--- src/rtl/conv_pkg.sv ---
// Shared constants and types for the time-multiplexed 3x3 convolution sequencer.
package conv_pkg;

  localparam int unsigned IMG_W = 28;
  localparam int unsigned IMG_H = 28;
  localparam int unsigned DW    = 8;
  localparam int unsigned ACC_W = 16;

  typedef enum logic [2:0] {
    StIdle,
    StFetch,
    StAcc,
    StWrite,
    StDone
  } state_e;

  // Neighbourhood offsets for tap k = ky*3 + kx, relative to the output pixel.
  localparam int TAP_DY [9] = '{-1, -1, -1, 0, 0, 0, 1, 1, 1};
  localparam int TAP_DX [9] = '{-1, 0, 1, -1, 0, 1, -1, 0, 1};

endpackage

--- src/rtl/conv_mac.sv ---
// Single multiply-accumulate unit: clear-to-bias, then one 8x8 product per enabled cycle.
module conv_mac #(
  parameter int unsigned DW    = conv_pkg::DW,
  parameter int unsigned ACC_W = conv_pkg::ACC_W
) (
  input  logic             clk,
  input  logic             rst,
  input  logic             clr,
  input  logic             en,
  input  logic [DW-1:0]    bias,
  input  logic [DW-1:0]    pix,
  input  logic [DW-1:0]    coef,
  output logic [ACC_W-1:0] acc
);

  logic [2*DW-1:0]  prod;
  logic [ACC_W-1:0] acc_d, acc_q;

  // Next accumulator value; clear wins over enable, sum wraps at ACC_W bits.
  always_comb begin
    prod  = pix * coef;
    acc_d = acc_q;
    if (clr) begin
      acc_d = ACC_W'(bias);
    end else if (en) begin
      acc_d = acc_q + ACC_W'(prod);
    end
  end

  // Accumulator register.
  always_ff @(posedge clk or negedge rst) begin
    if (!rst) begin
      acc_q <= '0;
    end else begin
      acc_q <= acc_d;
    end
  end

  assign acc = acc_q;

endmodule

--- src/rtl/conv_sched.sv ---
// Row/column/tap scan sequencer driving one MAC over an image RAM into a feature-map RAM.
module conv_sched #(
  parameter int unsigned IMG_W = conv_pkg::IMG_W,
  parameter int unsigned IMG_H = conv_pkg::IMG_H,
  parameter int unsigned DW    = conv_pkg::DW,
  parameter int unsigned ACC_W = conv_pkg::ACC_W,
  parameter int unsigned AW    = $clog2(IMG_W * IMG_H)
) (
  input  logic              clk,
  input  logic              rst,
  input  logic              start,
  input  logic [9*DW-1:0]   kernel,
  input  logic [DW-1:0]     bias,
  output logic              busy,
  output logic              done,
  output logic [AW-1:0]     img_addr,
  output logic              img_rd,
  input  logic [DW-1:0]     img_data,
  output logic [AW-1:0]     out_addr,
  output logic [ACC_W-1:0]  out_data,
  output logic              out_we,
  input  logic              out_ready
);

  import conv_pkg::*;

  localparam int unsigned RW = $clog2(IMG_H);
  localparam int unsigned CW = $clog2(IMG_W);

  state_e          state_q, state_d;
  logic [RW-1:0]   row_q, row_d;
  logic [CW-1:0]   col_q, col_d;
  logic [3:0]      tap_q, tap_d;
  logic [9*DW-1:0] kernel_q, kernel_d;
  logic [DW-1:0]   bias_q, bias_d;

  logic [AW-1:0]   pix_addr;
  logic [AW-1:0]   fetch_addr;
  int              tap_off;
  logic            border, last_pix, col_wrap, nxt_border;
  logic [RW-1:0]   nxt_row;
  logic [CW-1:0]   nxt_col;
  logic            mac_clr, mac_en;
  logic [DW-1:0]   coef;
  logic [ACC_W-1:0] acc;

  function automatic logic is_border(input logic [RW-1:0] r, input logic [CW-1:0] c);
    return (r == '0) || (r == RW'(IMG_H - 1)) || (c == '0) || (c == CW'(IMG_W - 1));
  endfunction

  // Pixel position, neighbourhood read address and scan advance.
  always_comb begin
    pix_addr = AW'(32'(row_q) * IMG_W + 32'(col_q));
    tap_off  = 0;
    for (int k = 0; k < 9; k++) begin
      if (tap_q == 4'(k)) tap_off = TAP_DY[k] * int'(IMG_W) + TAP_DX[k];
    end
    fetch_addr = AW'(int'(pix_addr) + tap_off);
    border     = is_border(row_q, col_q);
    col_wrap   = (col_q == CW'(IMG_W - 1));
    last_pix   = col_wrap && (row_q == RW'(IMG_H - 1));
    nxt_col    = col_wrap ? '0 : col_q + CW'(1);
    nxt_row    = col_wrap ? row_q + RW'(1) : row_q;
    nxt_border = is_border(nxt_row, nxt_col);
  end

  // Data returning this cycle belongs to the tap issued last cycle, hence tap_q - 1.
  always_comb begin
    coef = '0;
    for (int k = 0; k < 9; k++) begin
      if (tap_q == 4'(k + 1)) coef = kernel_q[k*DW +: DW];
    end
  end

  // Next-state, counter and MAC control decode.
  always_comb begin
    state_d  = state_q;
    row_d    = row_q;
    col_d    = col_q;
    tap_d    = tap_q;
    kernel_d = kernel_q;
    bias_d   = bias_q;
    mac_clr  = 1'b0;
    mac_en   = 1'b0;
    unique case (state_q)
      StIdle: begin
        if (start) begin
          kernel_d = kernel;
          bias_d   = bias;
          row_d    = '0;
          col_d    = '0;
          tap_d    = '0;
          state_d  = is_border('0, '0) ? StWrite : StFetch;
        end
      end
      StFetch: begin
        if (tap_q == '0) mac_clr = 1'b1;
        else             mac_en  = 1'b1;
        tap_d = tap_q + 4'd1;
        if (tap_q == 4'd8) state_d = StAcc;
      end
      StAcc: begin
        mac_en  = 1'b1;
        state_d = StWrite;
      end
      StWrite: begin
        if (out_ready) begin
          if (last_pix) begin
            state_d = StDone;
          end else begin
            row_d   = nxt_row;
            col_d   = nxt_col;
            tap_d   = '0;
            state_d = nxt_border ? StWrite : StFetch;
          end
        end
      end
      StDone: begin
        state_d = StIdle;
      end
      default: state_d = StIdle;
    endcase
  end

  // State, counters and latched kernel/bias.
  always_ff @(posedge clk or negedge rst) begin
    if (!rst) begin
      state_q  <= StIdle;
      row_q    <= '0;
      col_q    <= '0;
      tap_q    <= '0;
      kernel_q <= '0;
      bias_q   <= '0;
    end else begin
      state_q  <= state_d;
      row_q    <= row_d;
      col_q    <= col_d;
      tap_q    <= tap_d;
      kernel_q <= kernel_d;
      bias_q   <= bias_d;
    end
  end

  conv_mac #(
    .DW    (DW),
    .ACC_W (ACC_W)
  ) u_mac (
    .clk  (clk),
    .rst  (rst),
    .clr  (mac_clr),
    .en   (mac_en),
    .bias (bias_q),
    .pix  (img_data),
    .coef (coef),
    .acc  (acc)
  );

  // Moore outputs; addresses and data are forced to zero outside their owning state.
  always_comb begin
    busy     = (state_q != StIdle);
    done     = (state_q == StDone);
    img_rd   = (state_q == StFetch);
    img_addr = img_rd ? fetch_addr : '0;
    out_we   = (state_q == StWrite);
    out_addr = out_we ? pix_addr : '0;
    out_data = (out_we && !border) ? acc : '0;
  end

endmodule

--- config.mk ---
export PLATFORM = sky130hd
export DESIGN_NAME = conv_sched
export DESIGN_NICKNAME = d
export VERILOG_FILES = /design/src/rtl/conv_pkg.sv /design/src/rtl/conv_mac.sv /design/src/rtl/conv_sched.sv
export SDC_FILE = /design/constraint.sdc
export NUM_CORES = 1
export LEC_CHECK = 0
export CAP_MARGIN = 20
export CORE_MARGIN = 1
export CORE_UTILIZATION = 50
export CTS_CLUSTER_DIAMETER = 50
export DETAILED_ROUTE_END_ITERATION = 10
export PLACE_DENSITY = 0.85
export SYNTH_ARGS = -nofsm -noshare
export SYNTH_HDL_FRONTEND = slang
export SYNTH_SLANG_ARGS = --single-unit
--- constraint.sdc ---
create_clock -name clk -period 5.5 [get_ports clk]
set_input_delay 1.375 -clock clk [delete_from_list [all_inputs] [get_ports clk]]
set_output_delay 1.375 -clock clk [all_outputs]
set_load 0.01 [all_outputs]
### Word-level counts from Yosys, hierarchy flattened

Cells that the tools add are included.

* logic and storage cells: 105
* bits in registers: 113
* input bits: 92
* output and inout port bits: 40

* reductions and logical operators: 23
* eq/ne operators: 21
* add/subtract/negate cells: 6
* muxes and demuxes: 46
* multipliers: 2

Operators with widths (number)
* 2-to-1 mux 10 bit: 11
* 2-to-1 mux 8 bit: 9
* 2-to-1 mux 16 bit: 3
* 2-to-1 mux 5 bit: 7
* == test 5 bit (second input constant): 4
* zero test 5 bit: 4
* one-hot mux 5 bit (2 select lines): 2
* adder 16 bit: 1
* == test 4 x 3 -> 1 bit (second input constant): 4
* multiplier 8 x 8 -> 16 bit: 1
* 2-to-1 mux 3 bit: 4
* 2-to-1 mux 4 bit: 3
* one-hot mux 3 bit (4 select lines): 1
* one-hot mux 4 bit (3 select lines): 1
* adder 10 bit: 1
* adder 10 x 5 -> 10 bit: 1
* adder 5 x 1 -> 5 bit (second input constant): 2
* == test 4 x 2 -> 1 bit (second input constant): 2
* == test 4 bit (second input constant): 2
* multiplier 5 x 3 -> 8 bit (second input constant): 1
* AND reduction 4 bit: 2
* == test 3 x 2 -> 1 bit (second input constant): 2
* logical OR 1 bit: 6
* nonzero test 3 bit: 2
* other kinds (16): 22

### Depth between registers and ports, before layout

Gate-level depths: netlist of the first run.

* depth in word-level cells: 14
* depth in mapped cells: 26
* gate-level depth less buffers: 24

### Modules after synthesis

A second synthesis of the first run with hierarchy kept.

* cells, all modules: 986
* area, all modules: 9402.8 sq um

By module, submodules not included
* conv_sched: seq. area each 2427.3 sq um, instances 1, cells an instance 599, area each 6092.1 sq um
* conv_mac: seq. area each 400.4 sq um, instances 1, cells an instance 387, area each 3310.7 sq um

### Worst setup path before layout of the first run

OpenSTA, ideal clock, no wires.

* path kind: flip-flop to flip-flop
* start point: register tap_q[1]
* end point: register u_mac.acc_q[14] (netlist: u_mac.acc[14])
* arrival: 5609 ps
* path buffers: 2
* data required time: 5405 ps
* stages on the path, launching flop included: 24
* clock period less this slack: 5704 ps
* slack: -204 ps
* setup time: 95 ps
* path through: dfrtp_1 -> inv_1 -> ha_1 -> buf_4 -> nor2_2 -> or4_4 -> buf_6 -> o22ai_1 -> o2bb2ai_1 -> a21oi_1 -> nand4b_1 -> fa_1 -> fa_1 -> inv_1 -> fa_1 -> inv_1 -> fa_1 -> inv_1 -> ha_1 -> or4_1 -> o22ai_1 -> o2111ai_1 -> xnor2_1 -> o31ai_1

* word-level cells in the longest chain between the ends: 14
* elaborated cells between the ends (all ways): 28
* classes of those cells: add/sub (1); mul (1); eq/ne (9); mux (15); reduce/logical (2)

Ends and longest elaborated chain
* start, declared: line conv_sched.sv:33 `logic [3:0] tap_q, tap_d;`
* start signal, assigned: line conv_sched.sv:138 `tap_q <= tap_d;`
* == test 4 x 1 -> 1 bit: line conv_sched.sv:71 `if (tap_q == 4'(k + 1)) coef = kernel_q[k*DW +: DW];`
* 2-to-1 mux 8 bit (9 in series): line conv_sched.sv:71
* multiplier 8 x 8 -> 16 bit: line conv_mac.sv:21 `prod = pix * coef;`
* adder 16 bit: line conv_mac.sv:26 `acc_d = acc_q + ACC_W'(prod);`
* 2-to-1 mux 16 bit: line conv_mac.sv:25 `end else if (en) begin`
* 2-to-1 mux 16 bit: line conv_mac.sv:23 `if (clr) begin`
* end signal, assigned: line conv_mac.sv:33 `acc_q <= '0;`
* end signal, assigned: line conv_mac.sv:35 `acc_q <= acc_d;`
* end, declared: line conv_mac.sv:17 `logic [ACC_W-1:0] acc_d, acc_q;`

Several ways; a longest one is shown, not always the timed one. The select of a mux whose other input is x is not followed.
A chain may end at the register's enable or synchronous reset.

### Worst setup path in the final report of the first run

* start point: register tap_q[1]
* end point: register u_mac.acc_q[15] (netlist: u_mac.acc[15])

Same word-level chain as after synthesis.

==> results.md, run 1 <==
- #FFs+latches synth: 113
- Core area: 0.01871 mm2
- Buf/Inv on CP: 4
- Skew-Pair Late Insertion Delay: 420 ps
- Final period util: 106.1%
- Most common cell after layout, fill and taps aside: clkdlybuf4s50_1
- Most frequent cells in the layout: clkdlybuf4s50_1, inv_1, dfrtp_1
- Relative slew slack: 24.54%
- Gpl congestion: 0.9548
- Min-delay src: u_mac.acc[1]
- # setup viols final: 8
- Worst-path maximum fanout: 8
- Setup WS post-layout: -335.4 ps
- Final Instance Count excl. Fillers: 1433
- Syn Inst Count: 996
- CTS Buffer Depth: 2
- H-tree depth: 4
- Clock slew at reported path FFs: 60 ps
- I/O Pins: 132
- EDFF count, synth: 0
- Clock root buffer: clkbuf_16
- Largest area contributor in the netlist: dfrtp_1
- Reg area: 0.002833 mm2
- Pre-CTS WS: -489.3 ps
- Routed Antenna Nets: 0
- Top cells by area, synth: dfrtp_1, fa_1, mux2_2, ha_1, inv_1
- Die width: 140.2 um
- Main synth FF type: dfrtp_1
- Fin crit period: 5835 ps
- MaxCap Viol Count: 0
- Drt pass-1 iters: 5
- Port Buffers: 131
- Post-synth top area share: 29.62%
- Standard-cell row count: 50
- Max Fclk: 0.1714 GHz
- TritonCTS buffer count: 17
- Failing checks: setup timing
- DRC: 0
- RSZ-0062 raised after global routing: true
- Slowest CP cell: or4_4
- Synth warnings: 0
- Worst VDD drop: 278.2 uV
- Initial antenna violation count: 1
- First-pass GRT wire length: 44190 um
- Post-DP HPWL: 19650 um
- Total Routed Length: 28240 um
- Worst path cell trace: buf_6 -> ha_4 -> or4_4 -> o221ai_2 -> o21ai_2 -> a31oi_4 -> and2_1 -> fa_1 -> fa_1 -> fa_1 -> inv_1 -> fa_1 -> inv_1 -> ha_2 -> nor3_1 -> nor2_1 -> o2111ai_1 -> a21oi_2 -> buf_4 -> nor3_1 -> a21bo_2
- Multi-input logic area: 0.006634 mm2
- Pleak: 5.852 nW
- Via count of the first global-routing pass: 8537
- Largest net degree at the start of global routing: 73
- R2R Path End: u_mac.acc[15]
- Fillers: 1284
- Worst Setup End Kind: register
- P per Cell Area: 426.9 mW/mm2
- GR Overflow Total: 0
- Worst r2r path cells: 21
- Critical path launch point: tap_q[1]
- Hold Fails Final Rpt: 0
- Layout cells sized above 1: 26.54%
- Worst path max stage delay: 610 ps
- Critical setup path kind: register to register
- Starting Density: 51.04%
- Register-to-register setup slack: -340 ps
- Seq/Total Area, Yosys: 29.62%
- CP arrival: 6150 ps
- Setup crit end: u_mac.acc[15]
- Net Count, Synth: 1210
- Most used cell, CP: fa_1
- Status: finished with violations
- # nets final: 1399
- Placed cells: 1387
- TritonCTS clock tree: done
- Post-synthesis async set-or-reset flop share: 100.0%
- Clock sink total: 113
- Worst-Margin Slew: 1132 ps
- Slew Limit Fails: 0
- DR vias: 8393
- Gr usage total: 28.95%
- DIE HEIGHT: 140.2 um
- Clock skew: 6.707 ps
- Req. time, crit path: 5810 ps
- Kind of cell adding the most delay to the critical path: adder cells
- Worst hold path class: register to register
- Routed vias/inst: 5.857
- Area Growth Syn to Fin: 34.50%
- Hold buffers post-CTS: 0
- Cell Area, Synth: 0.009547 mm2
- WL/cell: 19.71 um
- DR iter-0 viols: 714
- R2r startpoint: tap_q[1]
- WHS Path Cells: 2
- Die area: 0.01965 mm2
- CP Depth: 21
- Syn Area/Cell: 9.585 um2
- Yosys cell types: 81
- Final total power: 0.005482 W
- CP startpoint kind: register
==> layout make-up <==
| cell class | count | area share (%) |
|---|---|---|
| well taps | 234 | 2.280 |
| clock inverters | 11 | 1.013 |
| inverters | 124 | 3.625 |
| flip-flops and latches | 113 | 22.06 |
| diodes | 1 | 0.01949 |
| clock buffers | 21 | 3.508 |
| multi-input cells | 710 | 51.67 |
| repair buffers | 219 | 15.83 |
==> state kept, by name, summed over array words and instances (netlist names) <==
| signal | count |
|---|---|
| kernel_q | 72 |
| u_mac.acc | 16 |
| bias_q | 8 |
| col_q | 5 |
| row_q | 5 |
| tap_q | 4 |
| state_q | 3 |
==> Yosys cell counts, drive strengths merged, types with 11 or more instances <==
master	count
inv	124
clkbuf	19
mux2i	14
nor3	17
ha	65
nor4	11
nor2	66
xnor2	16
nor2b	16
and2	42
o21ai	44
nand2	72
nand3	21
mux2	77
fa	57
a21oi	44
buf	30
dfrtp	113
==> through the flow <==
step | cell area [um2] | setup TNS, ps | hold slack (ps) | util, %
2_1_floorplan | 9578 | 0 | 448.5 | -
4_1_cts | 12710 | -1060 | 485.3 | 67.95
3_5_place_dp | 11530 | -3639 | 473.0 | 61.66
6_report | 12840 | -1778 | 490.7 | 68.64
5_1_grt | 12840 | -3530 | 517.9 | 68.63
3_3_place_gp | 11530 | -2711 | 460.2 | 61.66
==> where the power goes <==
group | total, W | internal (W) | switching, W
registers | 0.00146 | 0.00118 | 0.000284
logic | 0.00292 | 0.00139 | 0.00153
clock network | 0.00110 | 0.000682 | 0.000418
==> worst min path at each step <==
stage,endpoint,slack (ps)
after floorplan,u_mac.acc[14],450
after global placement,u_mac.acc[14],460
after detailed placement,u_mac.acc[1],470
after CTS,u_mac.acc[1],490
after global routing,u_mac.acc[14],520
final,u_mac.acc[1],490
==> cell families after synthesis <==
family          after synthesis  share of synthesized area (%)
mux                          91                          10.55
xor+xnor                     25                          2.595
compound gates              177                          13.18
simple gates                295                          16.20
flops                       113                          29.62
fa+ha+maj                   122                          20.47
buf+inv                     173                          7.379
==> routing by layer <==
layer | wire length, um | up-vias | global-route usage, %
met5 | 0 | - | 0
met4 | 994 | 0 | 10.53
met3 | 1743 | 80 | 5.641
met2 | 14200 | 394 | 49.84
met1 | 11300 | 4141 | 36.14
li1 | - | 3778 | -
==> repair_timing <==
action,in CTS,in global routing
pin swaps,60,18
resized for setup,109,26
buffers inserted,12,2
setup endpoints to repair,13,14
==> worst reg2reg max path: cells and delay by family, from the launching register on <==
kind / cells / cell delay [ps]
compound gates: 6 / 1280
fa+ha+maj: 6 / 2520
buf+inv: 4 / 380
flops: 1 / 450
simple gates: 5 / 1110
Power figures use the tool's default switching activity.
==> inputs of run 2 (changes only) <==
Settings changed: CORE_UTILIZATION 50 to 51, CTS_CLUSTER_SIZE set to 16, PLACE_DENSITY 0.85 to 0.86.
==> run 2 against run 1 <==
Net effect:
- the run ends with DRC, setup timing left
- power increased by 5.9%
- sequential power about the same
- setup slack got worse by 200 ps
- via count increased by 5.3%
- sequential share of layout area decreased by 0.52 points
- critical path depth increased by 1
- die area decreased by 1.9%
- cell count increased by 1.7%
- design area increased by 2.3%
- register-to-register slack got worse by 200 ps
- critical path type unchanged
- critical endpoint unchanged
==> results.md, run 2 (same netlist as run 1, synthesis figures left out) <==
- Die width: 138.8 um
- Worst-path maximum fanout: 9
- Hold buffers post-CTS: 0
- Worst-Margin Slew: 972.4 ps
- Clock skew: 9.604 ps
- H-tree depth: 4
- DRC: 4
- Starting Density: 52.61%
- Worst hold path class: register to register
- Routed Antenna Nets: 0
- Pre-CTS WS: -563.6 ps
- Reg area: 0.002830 mm2
- # setup viols final: 11
- Worst r2r path cells: 22
- Final Instance Count excl. Fillers: 1457
- I/O Pins: 132
- Multi-input logic area: 0.006640 mm2
- Routing usage on met2: 54.41%
- MaxCap Viol Count: 0
- Critical path launch point: tap_q[1]
- Clock slew at reported path FFs: 60 ps
- Critical setup path kind: register to register
- Register-to-register setup slack: -530 ps
- Post-DP HPWL: 19590 um
- Most common cell after layout, fill and taps aside: clkdlybuf4s50_1
- Final non-filler cell area: 0.01314 mm2
- Area Growth Syn to Fin: 37.61%
- WHS Path Cells: 2
- Final total power: 0.005805 W
- Routed vias/inst: 6.063
- Number of flip-flops under the largest register name: 72
- Drt pass-1 iters: 10
- R2r startpoint: tap_q[1]
- R2R Path End: u_mac.acc[15]
- Worst VDD drop: 326.6 uV
- Initial antenna violation count: 1
- Busiest grt layer: met2
- DIE HEIGHT: 138.8 um
- Min-delay src: u_mac.acc[14]
- First-pass GRT wire length: 48000 um
- Largest register by flop count: kernel_q
- Clock sink total: 113
- Slew Limit Fails: 0
- Gpl congestion: 0.9497
- DR iter-0 viols: 819
- GR Overflow Total: 0
- Fin crit period: 6034 ps
- Final period util: 109.7%
- GRT met3 Usage: 7.010%
- Status: finished with violations
- Hold Fails Final Rpt: 0
- Placed instance area: 0.01161 mm2
- CP arrival: 6350 ps
- Core area: 0.01815 mm2
- WL/cell: 21.50 um
- Setup WS post-layout: -533.7 ps
- P per Cell Area: 441.9 mW/mm2
- Max Fclk: 0.1657 GHz
- Failing checks: DRC, setup timing
- Most frequent cells in the layout: clkdlybuf4s50_1, inv_1, dfrtp_1
- Post-route setup TNS: -3709 ps
- Port Buffers: 131
- Via count of the first global-routing pass: 9177
- Standard-cell row count: 49
- Req. time, crit path: 5820 ps
- Total Routed Length: 31330 um
- CP startpoint kind: register
- CTS Buffer Depth: 2
- # nets final: 1428
- Pleak: 6.050 nW
- Gr usage total: 31.96%
- WHS Endpoint: u_mac.acc[14]
- RSZ-0062 raised after global routing: true
- TritonCTS clock tree: done
- TritonCTS buffer count: 17
- Skew-Pair Late Insertion Delay: 430 ps
- Clock root buffer: clkbuf_16
- Relative slew slack: 35.17%
- Worst Setup End Kind: register
- Fillers: 1152
- GR Layer Usage met1: 37.21%
- Placed cells: 1395
- Layout cells sized above 1: 28.04%
- Die area: 0.01927 mm2
- Largest net degree at the start of global routing: 75
- DR vias: 8834
run 2: cell count changes in the layout (fill, tap and decap cells not counted), moves of 4 or more:
cell,change
nand2_2,-4
o21ai_1,+4
and2_1,+4
buf_6,+4
inv_2,+4
and2_4,-4
buf_4,+24
o21ai_0,-4
inv_1,-4
clkinv_4,+4
run 2: power by group:
part           switching (W)  internal [W]
Clock               0.000443      0.000776
Sequential          0.000310       0.00118
Combinational        0.00164       0.00146
run 2: what timing repair did:
item                       in CTS  in global routing
pin swaps                      62                 40
setup buffers                  14                 15
resized for setup              97                 45
setup endpoints to repair      14                 16
cloned                          0                  0
run 2: area by class of cell:
| class | instances | area share (%) |
|---|---|---|
| Multi-Input combinational cell | 710 | 50.54 |
| Timing Repair Buffer | 248 | 17.29 |
| Sequential cell | 113 | 21.54 |
| Inverter | 124 | 3.543 |
| Tap cell | 229 | 2.181 |
| Clock inverter | 14 | 1.543 |
| Antenna cell | 1 | 0.01905 |
| Clock buffer | 18 | 3.343 |
run 2: worst max path at each step:
stage / end / slack (ps) / depth (start not counted)
6_report: u_mac.acc[15] / -530 / 22
3_3_place_gp: u_mac.acc[15] / -430 / 16
5_1_grt: u_mac.acc[15] / -610 / 25
3_5_place_dp: u_mac.acc[15] / -560 / 22
2_1_floorplan: u_mac.acc[15] / 7 / 22
4_1_cts: u_mac.acc[12] / -230 / 24
run 2: routing by layer:
metal / part of all wire (%) / vias to the layer above / wire [um]
met1: 37 / 4300 / 11500
met5: 0 / - / 0
met4: 6.4 / 0 / 2006
met3: 6.8 / 175 / 2134
met2: 50 / 529 / 15680
li1: - / 3830 / -
run 2: metrics by stage:
stage | hold slack (ps) | util [%]
final | 484.6 | 72.39
after global routing | 517.1 | 72.39
after CTS | 488.4 | 70.55
after detailed placement | 475.8 | 63.99
after global placement | 459.6 | 63.99
after floorplan | 448.5 | -
run 2: critical path, cell delays in order (launching register included):
cell and delay (ps):
dfrtp_2 450, inv_2 120, buf_4 120, ha_2 240, buf_4 200, a221o_1 210, nand2_1 190, a221oi_2 320
buf_4 190, o22ai_4 80, and2_1 190, fa_1 560, fa_1 450, fa_1 540, inv_2 50, fa_1 500
inv_2 50, ha_4 170, or3_4 400, o2111ai_4 270, a21oi_4 110, o31ai_4 270, a21bo_2 240
==> inputs of run 3 (changes only) <==
Settings changed: CTS_CLUSTER_DIAMETER 50 to 60.
==> results of run 3 <==
Final layout, timing and power as in run 2 (identical DEF).
==> RTL edit, RTL diff (flow settings as in run 3) <==
`IMG_W`: 28 -> 56.
--- a/src/rtl/conv_pkg.sv
+++ b/src/rtl/conv_pkg.sv
@@ -2,5 +2,5 @@
 package conv_pkg;
 
-  localparam int unsigned IMG_W = 28;
+  localparam int unsigned IMG_W = 56;
   localparam int unsigned IMG_H = 28;
   localparam int unsigned DW    = 8;
Interface: changed (resized img_addr and out_addr); port bits go from 132 to 134. No check against the original RTL was run, so the function may have changed too.
==> RTL edit against run 3 <==
The run still ends with DRC, setup timing left. Non-clock buffer count fell by 8. Cell area fell by 1.6%. Final cell count is 0.14% lower. Fmax increased by 2.6%. Wire length fell by 13%. Sequential cell count is 1 higher. Setup slack better by 150 ps. Synthesized area is 0.98% lower. Global-route usage fell by 2.8 points. Highest routed layer is now met5.
Power is not shown: default switching activity piles up to over one toggle a cycle in this logic, so the estimate is an artifact.
==> RTL edit: results (changes against run 3) <==
| Metric | Value |
|---|---|
| Status | finished, violations left |
| Violated checks | DRC, setup timing |
| Iter 0 DRT Violations | 795 (-2.9%) |
| Worst Slack Setup Final | -383 ps (+151 ps) |
| WHS Endpoint | u_mac.acc[13] |
| Largest net degree at the start of global routing | 83 (+11%) |
| Syn_nets | 1216 (+0.50%) |
| Min-delay src | u_mac.acc[13] |
| Number of global-route vias before repair | 8735 (-4.8%) |
| R2R Path Start | tap_q[0] |
| Synth top area cells | dfrtp_1 (30%), fa_1 (12%), mux2_1 (9.2%), ha_1 (8.9%), inv_1 (4.4%) |
| Async set-reset flop share out of synthesis | 1.00 (unchanged) |
| Routed vias | 8461 (-4.2%) |
| Nets | 1429 (+0.070%) |
| Detailed Routing Iterations Pass 1 | 8 (-2) |
| Max reg flops | 72 (unchanged) |
| Detailed-route DRC error count | 14 (+10) |
| Sequential fraction of the synthesis area | 0.302 (+0.00559) |
| Yosys cell types | 73 (-9.9%) |
| Share of layout cells above drive strength 1 | 0.202 (-0.0781) |
| Worst-path clk slew | 60 ps (about the same) |
| First-pass GRT wire length | 43800 µm (-8.7%) |
| Worst Hold Depth | 2 (unchanged) |
| Synth cell count leaders | dfrtp_1 (114), inv_1 (112), nand2_1 (84) |
| Wirelength per Cell | 18.8 µm (-13%) |
| Hold WS | 483 ps (-1.30 ps) |
| Gp weighted congestion | 0.905 (-4.7%) |
| Crit path max fanout | 5 (-4) |
| Total Routing Usage GR | 0.292 (-0.0277) |
| Worst R2R End | u_mac.acc[15] |
| Cells on worst reg2reg path | 23 (+4.5%) |
| Ant diodes | 0 (-1) |
| Worst Tran Pin Value | 1070 ps (+99.9 ps) |
| Clock Skew | 10.9 ps (+1.32 ps) |
| Setup violations, final | 9 (-2) |
| Root Driver | clkbuf_16 |
| DP HPWL | 19700 µm (+0.38%) |
| PortBufs | 133 (+1.5%) |
[RTL edit: final cells by class]
cell class	count	area (µm²)
clock buffers	18	439
clock inverters	14	176
fillers	1175	5160
inverters	116	435
multi-input cells	724	6560
flip-flops and latches	114	2850
well taps	229	287
repair buffers	240	2170
[RTL edit: cell families after synthesis]
| family | after synthesis | synth area share |
|---|---|---|
| simple gates | 294 | 0.157 |
| xor+xnor | 29 | 0.0283 |
| flops | 114 | 0.302 |
| compound gates | 186 | 0.129 |
| mux | 91 | 0.107 |
| buf+inv | 162 | 0.0675 |
| fa+ha+maj | 124 | 0.209 |
[RTL edit: critical path: stages (launching register included)]
cell      delay, ps
dfrtp_1         440
buf_4           170
ha_4            170
or2_1           240
nand3b_1        210
buf_4           180
o221ai_2        120
a221oi_2        360
o21ai_2         160
buf_4           160
and2_1          160
fa_1            470
fa_1            420
fa_1            500
inv_1            50
fa_1            530
inv_1            40
ha_1            290
o21a_1          170
o21ai_2          80
or3b_1          370
o311a_1         160
a211o_1         260
o211ai_1         70
[RTL edit: per-layer routing]
| layer | track usage | routed length [µm] | vias to the layer above |
|---|---|---|---|
| li1 | - | - | 3834 |
| met4 | 0.132 | 1100 | 2 |
| met2 | 0.498 | 13600 | 388 |
| met5 | 0 | 13 | - |
| met1 | 0.363 | 11000 | 4141 |
| met3 | 0.0509 | 1600 | 96 |
[RTL edit: worst max path at each step]
stage | endpoint | cells past startpoint
final | u_mac.acc[15] | 23
after global routing | u_mac.acc[12] | 23
after CTS | u_mac.acc[15] | 24
after detailed placement | u_mac.acc[13] | 22
after global placement | u_mac.acc[13] | 22
after floorplan | u_mac.acc[13] | 23
[RTL edit: repair_timing]
action,CTS,global route
pin swaps,50,22
buffers inserted,18,2
setup endpoints to repair,13,13
resized for setup,81,37
[RTL edit: stage by stage]
step	TNS, ps	instance area (µm²)	util	setup WS (ps)	std cells
after floorplan	0	9520	-	1.99	1000
after global placement	-2380	11600	0.641	-511	1404
after detailed placement	-3860	11600	0.641	-661	1404
after CTS	-1090	12700	0.703	-227	1454
after global routing	-4830	12900	0.714	-620	1455
final	-2390	12900	0.714	-383	1455
